[src/rtl/reg_rename_file_pkg.sv]
// Shared widths, constants and operand payload for the rename register file.
package reg_rename_file_pkg;

  localparam int unsigned REG_NUM  = 32;
  localparam int unsigned REG_W    = $clog2(REG_NUM);
  localparam int unsigned ROB_SIZE = 16;
  localparam int unsigned TAG_W    = $clog2(ROB_SIZE);
  localparam int unsigned DATA_W   = 32;

  localparam logic VALID   = 1'b1;
  localparam logic INVALID = 1'b0;
  localparam logic READY   = 1'b1;
  localparam logic UNREADY = 1'b0;

  localparam logic [REG_W-1:0]  REG_ZERO  = '0;
  localparam logic [TAG_W-1:0]  TAG_NULL  = '0;
  localparam logic [DATA_W-1:0] DATA_NULL = '0;

  // Dispatch-side operand: either a final value or the producer tag to wait on.
  typedef struct packed {
    logic              ready;
    logic [DATA_W-1:0] data;
    logic [TAG_W-1:0]  tag;
  } operand_t;

endpackage

[src/rtl/reg_rename_file_src_port.sv]
// One source-operand lookup: register read, ROB tag query and reply merge.
module reg_rename_file_src_port
  import reg_rename_file_pkg::*;
(
  input  logic [REG_W-1:0]  src_reg,
  input  logic              src_busy,
  input  logic [TAG_W-1:0]  src_tag,
  input  logic [DATA_W-1:0] src_data,
  input  logic              bypass_hit,
  input  logic [DATA_W-1:0] bypass_data,
  output logic              rob_q_valid,
  output logic [TAG_W-1:0]  rob_q_tag,
  input  logic              rob_q_data_valid,
  input  logic [DATA_W-1:0] rob_q_data,
  output operand_t          op
);

  // Resolve the operand: x0, committed value, bypassed commit, ROB reply, or wait on tag.
  always_comb begin
    rob_q_valid = INVALID;
    rob_q_tag   = TAG_NULL;
    op.ready    = READY;
    op.data     = DATA_NULL;
    op.tag      = TAG_NULL;
    if (src_reg == REG_ZERO) begin
      op.data = DATA_NULL;
    end else if (!src_busy) begin
      op.data = src_data;
    end else if (bypass_hit) begin
      op.data = bypass_data;
    end else begin
      rob_q_valid = VALID;
      rob_q_tag   = src_tag;
      if (rob_q_data_valid) begin
        op.data = rob_q_data;
      end else begin
        op.ready = UNREADY;
        op.tag   = src_tag;
      end
    end
  end

endmodule

[src/rtl/reg_rename_file.sv]
// Architectural register file plus rename status table with ROB query/commit ports.
// Optional feature macro: RENAME_COMMIT_BYPASS_EN (a same-cycle matching commit
// satisfies a busy source lookup directly, without a ROB query).
module reg_rename_file
  import reg_rename_file_pkg::*;
(
  input  logic              clk,
  input  logic              rst,
  input  logic              rdy,
  input  logic              clear,
  input  logic              alloc_valid,
  input  logic [4:0]        alloc_reg,
  input  logic [3:0]        alloc_tag,
  input  logic [4:0]        rs1_reg,
  input  logic [4:0]        rs2_reg,
  output logic              rob_q1_valid,
  output logic [3:0]        rob_q1_tag,
  input  logic              rob_q1_data_valid,
  input  logic [31:0]       rob_q1_data,
  output logic              rob_q2_valid,
  output logic [3:0]        rob_q2_tag,
  input  logic              rob_q2_data_valid,
  input  logic [31:0]       rob_q2_data,
  output logic              op1_ready,
  output logic [31:0]       op1_data,
  output logic [3:0]        op1_tag,
  output logic              op2_ready,
  output logic [31:0]       op2_data,
  output logic [3:0]        op2_tag,
  input  logic              commit_valid,
  input  logic [4:0]        commit_reg,
  input  logic [3:0]        commit_tag,
  input  logic [31:0]       commit_data
);

  logic [DATA_W-1:0] data_q [REG_NUM];
  logic              busy_q [REG_NUM];
  logic [TAG_W-1:0]  tag_q  [REG_NUM];

  logic     byp1;
  logic     byp2;
  operand_t op1;
  operand_t op2;

  // State update: commit writes data and retires matching tag; alloc overrides; clear drops all renames.
  always_ff @(posedge clk or negedge rst) begin
    if (!rst) begin
      for (int unsigned i = 0; i < REG_NUM; i++) begin
        data_q[i] <= DATA_NULL;
        busy_q[i] <= 1'b0;
        tag_q[i]  <= TAG_NULL;
      end
    end else if (rdy) begin
      if (clear) begin
        for (int unsigned i = 0; i < REG_NUM; i++) begin
          busy_q[i] <= 1'b0;
        end
      end
      if (commit_valid && (commit_reg != REG_ZERO)) begin
        data_q[commit_reg] <= commit_data;
        if (busy_q[commit_reg] && (tag_q[commit_reg] == commit_tag)) begin
          busy_q[commit_reg] <= 1'b0;
        end
      end
      if (alloc_valid && (alloc_reg != REG_ZERO) && !clear) begin
        busy_q[alloc_reg] <= 1'b1;
        tag_q[alloc_reg]  <= alloc_tag;
      end
    end
  end

`ifdef RENAME_COMMIT_BYPASS_EN
  assign byp1 = commit_valid && (commit_reg == rs1_reg) && busy_q[rs1_reg] &&
                (tag_q[rs1_reg] == commit_tag);
  assign byp2 = commit_valid && (commit_reg == rs2_reg) && busy_q[rs2_reg] &&
                (tag_q[rs2_reg] == commit_tag);
`else
  assign byp1 = 1'b0;
  assign byp2 = 1'b0;
`endif

  reg_rename_file_src_port u_src1 (
    .src_reg          (rs1_reg),
    .src_busy         (busy_q[rs1_reg]),
    .src_tag          (tag_q[rs1_reg]),
    .src_data         (data_q[rs1_reg]),
    .bypass_hit       (byp1),
    .bypass_data      (commit_data),
    .rob_q_valid      (rob_q1_valid),
    .rob_q_tag        (rob_q1_tag),
    .rob_q_data_valid (rob_q1_data_valid),
    .rob_q_data       (rob_q1_data),
    .op               (op1)
  );

  reg_rename_file_src_port u_src2 (
    .src_reg          (rs2_reg),
    .src_busy         (busy_q[rs2_reg]),
    .src_tag          (tag_q[rs2_reg]),
    .src_data         (data_q[rs2_reg]),
    .bypass_hit       (byp2),
    .bypass_data      (commit_data),
    .rob_q_valid      (rob_q2_valid),
    .rob_q_tag        (rob_q2_tag),
    .rob_q_data_valid (rob_q2_data_valid),
    .rob_q_data       (rob_q2_data),
    .op               (op2)
  );

  assign op1_ready = op1.ready;
  assign op1_data  = op1.data;
  assign op1_tag   = op1.tag;
  assign op2_ready = op2.ready;
  assign op2_data  = op2.data;
  assign op2_tag   = op2.tag;

endmodule
[config.mk]
export PLATFORM = sky130hd
export DESIGN_NAME = reg_rename_file
export DESIGN_NICKNAME = d
export VERILOG_FILES = /design/src/rtl/reg_rename_file_pkg.sv /design/src/rtl/reg_rename_file_src_port.sv /design/src/rtl/reg_rename_file.sv
export SDC_FILE = /design/constraint.sdc
export NUM_CORES = 2
export LEC_CHECK = 0
export CORE_ASPECT_RATIO = 1.5
export CORE_MARGIN = 2
export CORE_UTILIZATION = 56
export DETAILED_ROUTE_END_ITERATION = 7
export DONT_BUFFER_PORTS = 1
export HOLD_SLACK_MARGIN = 0.03
export PLACE_DENSITY = 0.79
export SLEW_MARGIN = 10
export SYNTH_ARGS = -nofsm -noshare
export SYNTH_HDL_FRONTEND = slang
export SYNTH_SLANG_ARGS = --single-unit
[constraint.sdc]
create_clock -name clk -period 3.8 [get_ports clk]
set_input_delay 0.38 -clock clk [delete_from_list [all_inputs] [get_ports clk]]
set_output_delay 0.38 -clock clk [all_outputs]
set_load 0.02 [all_outputs]
==> flow_metrics.env <==
export IMPL_max_slew_worst_pin_slew_ns=1.33
export IMPL_gp_congestion=0.872
export IMPL_timing_hold_ws_ns=-0.681
export IMPL_outcome="finished, violations left"
export IMPL_endpoint_kind="primary output"
export IMPL_synth_nets=4266
export IMPL_top_level_ports=216
export IMPL_wl_per_cell_um=32.6
export IMPL_p_leak_nw=30.7
export IMPL_power_mw=33.2
export IMPL_hp_class="input port to asynchronous set/reset pin"
export IMPL_synth_cells=4134
export IMPL_die_x_um=282
export IMPL_synth_edf_count=0
export IMPL_fin_crit_sh=0.986
export IMPL_hpwlAfterDp_um=95900
export IMPL_root_buffer="clkbuf_16"
export IMPL_synth_cell_types=46
export IMPL_dr_first_iter_drc_count=4079
export IMPL_setup_viol=0
export IMPL_drt_first_pass_iters=8
export IMPL_yosysSeqAreaShare=0.455
export IMPL_wirelength_um=182000
export IMPL_hold_buffers=44
export IMPL_dieArea_um2=119000
export IMPL_ant_nets=0
export IMPL_r2r_end="busy_q[3]$_DFFE_PN0P_"
export IMPL_r2r_start="tag_q[99]$_DFFE_PN0P_"
export IMPL_avgSynthCellArea_um2=15.7
export IMPL_yosysWarningCount=0
export IMPL_final_common_cell="dfrtp_1"
export IMPL_place_area_um2=66600
export IMPL_fin_nets=4070
export IMPL_reg2reg_depth=8
export IMPL_powerDensity_nw_per_um2=466
export IMPL_cts_htree_levels=3
export IMPL_critPathKind="flop to primary output"
export IMPL_max_cap_violations=0
export IMPL_critPathMaxStageDelay_ns=0.57
export IMPL_cts_inserted_buffers=112
export IMPL_grt_max_degree=298
export IMPL_core_um2=116000
export IMPL_synthArstFlopShare=1.00
export IMPL_startpoint_type="flop"
export IMPL_max_vdd_ir_drop_v=0.000362
export IMPL_rows=153
export IMPL_cts_tree="built"
export IMPL_drive_gt1_frac=0.568
export IMPL_rsz0062_at_grt="yes"
export IMPL_fin_util=0.615
export IMPL_slew_headroom=0.116
export IMPL_critPathSlowestCell="mux4_2"
export IMPL_ys_ff_latch=1184
export IMPL_vias_per_cell=7.09
export IMPL_synthesis_area_um2=65100
export IMPL_drcViolationCount=0
export IMPL_crit_chain="mux4_2, mux4_2, mux2i_4, or2_4, nor2_4, buf_12, buf_12, nand2_1, o21ai_0, buf_4"
export IMPL_io_buffer_count=0
export IMPL_cts_path_max_buffers=3
export IMPL_cp_arrival_ns=3.37
export IMPL_cp_data_required_time_ns=3.42
export IMPL_cp_max_fo=14
export IMPL_violations="hold timing"
export IMPL_die_y_um=422
export IMPL_vias=39614
export IMPL_grt_first_pass_wirelength_um=274000
export IMPL_grt_antenna_before_repair=4
export IMPL_path_clk_slew_ns=0.07
export IMPL_grt_usage=0.315
export IMPL_fin_crit_ns=3.75
export IMPL_fmax_ghz=0.267
export IMPL_synth_flop_cell="dfrtp_1"
export IMPL_gr_total_overflow=0
export IMPL_clock_skew_ns=0.0141
export IMPL_areaGrowthSynthToFinish_pct=9.30
export IMPL_insertion_delay_ns=0.75
export IMPL_cts_sinks=1184
export IMPL_r2r_slack_ns=0.75
export IMPL_finalMaxSlewViolations=0
export IMPL_crit_buf_inv=3
export IMPL_final_cell_mix="1,184 x dfrtp_1, 1,155 x mux2_2, 774 x mux4_2, 113 x clkbuf_16, 92 x nand2_1"
export IMPL_first_global_vias=41779
export IMPL_cp_top_family="multiplexers"
export IMPL_hold_violations=182
export IMPL_finalInstanceArea_um2=71100
export IMPL_initial_core_util=0.563
-- synth_stat cells, types with 4 or more instances --
| cell type | instances | share of area |
|---|---|---|
| dfrtp_1 | 1184 | 0.46 |
| mux2_2 | 1155 | 0.20 |
| mux4_2 | 774 | 0.27 |
| clkbuf_1 | 374 | 0.022 |
| nand2_1 | 94 | 0.0054 |
| nor2_1 | 86 | 0.0050 |
| buf_1 | 54 | 0.0031 |
| mux2i_1 | 52 | 0.0080 |
| nand3b_1 | 44 | 0.0051 |
| a21oi_1 | 39 | 0.0030 |
| o21ai_0 | 39 | 0.0030 |
| buf_2 | 38 | 0.0029 |
| nand3_1 | 37 | 0.0028 |
| inv_1 | 35 | 0.0020 |
| a211o_1 | 17 | 0.0023 |
| a311oi_1 | 17 | 0.0023 |
| a31o_1 | 12 | 0.0016 |
| nor3_1 | 11 | 0.00085 |
| a22oi_1 | 10 | 0.0012 |
| nor2b_1 | 8 | 0.00077 |
| nand2b_1 | 6 | 0.00058 |
| or4_1 | 5 | 0.00058 |
| and4_1 | 4 | 0.00054 |
| buf_4 | 4 | 0.00046 |
| or3_1 | 4 | 0.00038 |
-- routing by layer --
metal	routed length (um)	vias up	share of wire	GRT usage
li1	-	15735	-	-
met3	15100	521	0.083	0.0659
met1	67300	21502	0.37	0.411
met5	0	-	0	0
met4	10500	0	0.058	0.161
met2	89400	1856	0.49	0.503
-- worst max-delay path by stage --
stage                         endpoint              startpoint  depth (start not counted)
6_report                  op1_data[19]  busy_q[17]$_DFFE_PN0P_                         10
5_1_grt                   op1_data[25]  busy_q[20]$_DFFE_PN0P_                         10
4_1_cts                   op1_data[11]  busy_q[16]$_DFFE_PN0P_                          8
2_1_floorplan             op2_data[11]              rs2_reg[0]                          9
3_3_place_gp   data_q[820]$_DFFE_PN0P_                     rst                          4
3_5_place_dp   data_q[852]$_DFFE_PN0P_                     rst                          4
-- cells by family after synthesis --
family,count (synthesis),share of synthesized area
muxes,1981,0.476
DFF,1184,0.455
buffers and inverters,508,0.0305
and+or+nand+nor,315,0.0238
AOI/OAI and AO/OA,143,0.0146
xor gates and xnor gates,3,0.000404
-- where the power goes --
group	switching, mW	internal (mW)
logic	2.24	3.68
clock network	5.11	6.79
registers	1.17	14.2
-- flip-flops by register name, summed over array words and instances (netlist names) --
name,count
data_q,1024
busy_q,32
tag_q,128
-- cell type report --
class | instances | area [um2]
diodes | 5 | 12.5
clock buffers | 154 | 3200
clock inverters | 55 | 677
fillers | 8338 | 44500
inverters | 36 | 135
multi-input cells | 2442 | 33800
flip-flops and latches | 1184 | 29600
well taps | 1550 | 1940
repair buffers | 162 | 1730
-- what timing repair did --
| action | in CTS | in global routing |
|---|---|---|
| pin swaps | 1 | 1 |
| hold endpoints to repair | 1330 | 182 |
| resized for setup | 8 | 21 |
| endpoints found under the setup margin | 26 | 34 |
| buffers inserted | 4 | 4 |
-- per-stage QoR --
step                setup TNS [ns]  instances  setup slack [ns]
global placement            -14.43       5321           -0.0838
detailed placement          -34.97       5321            -0.147
floorplan                        0       4134             0.337
finish                           0       5588            0.0533
CTS                              0       5578           0.00491
global route                -0.380       5585           -0.0442
Power figures use the tool's default switching activity.
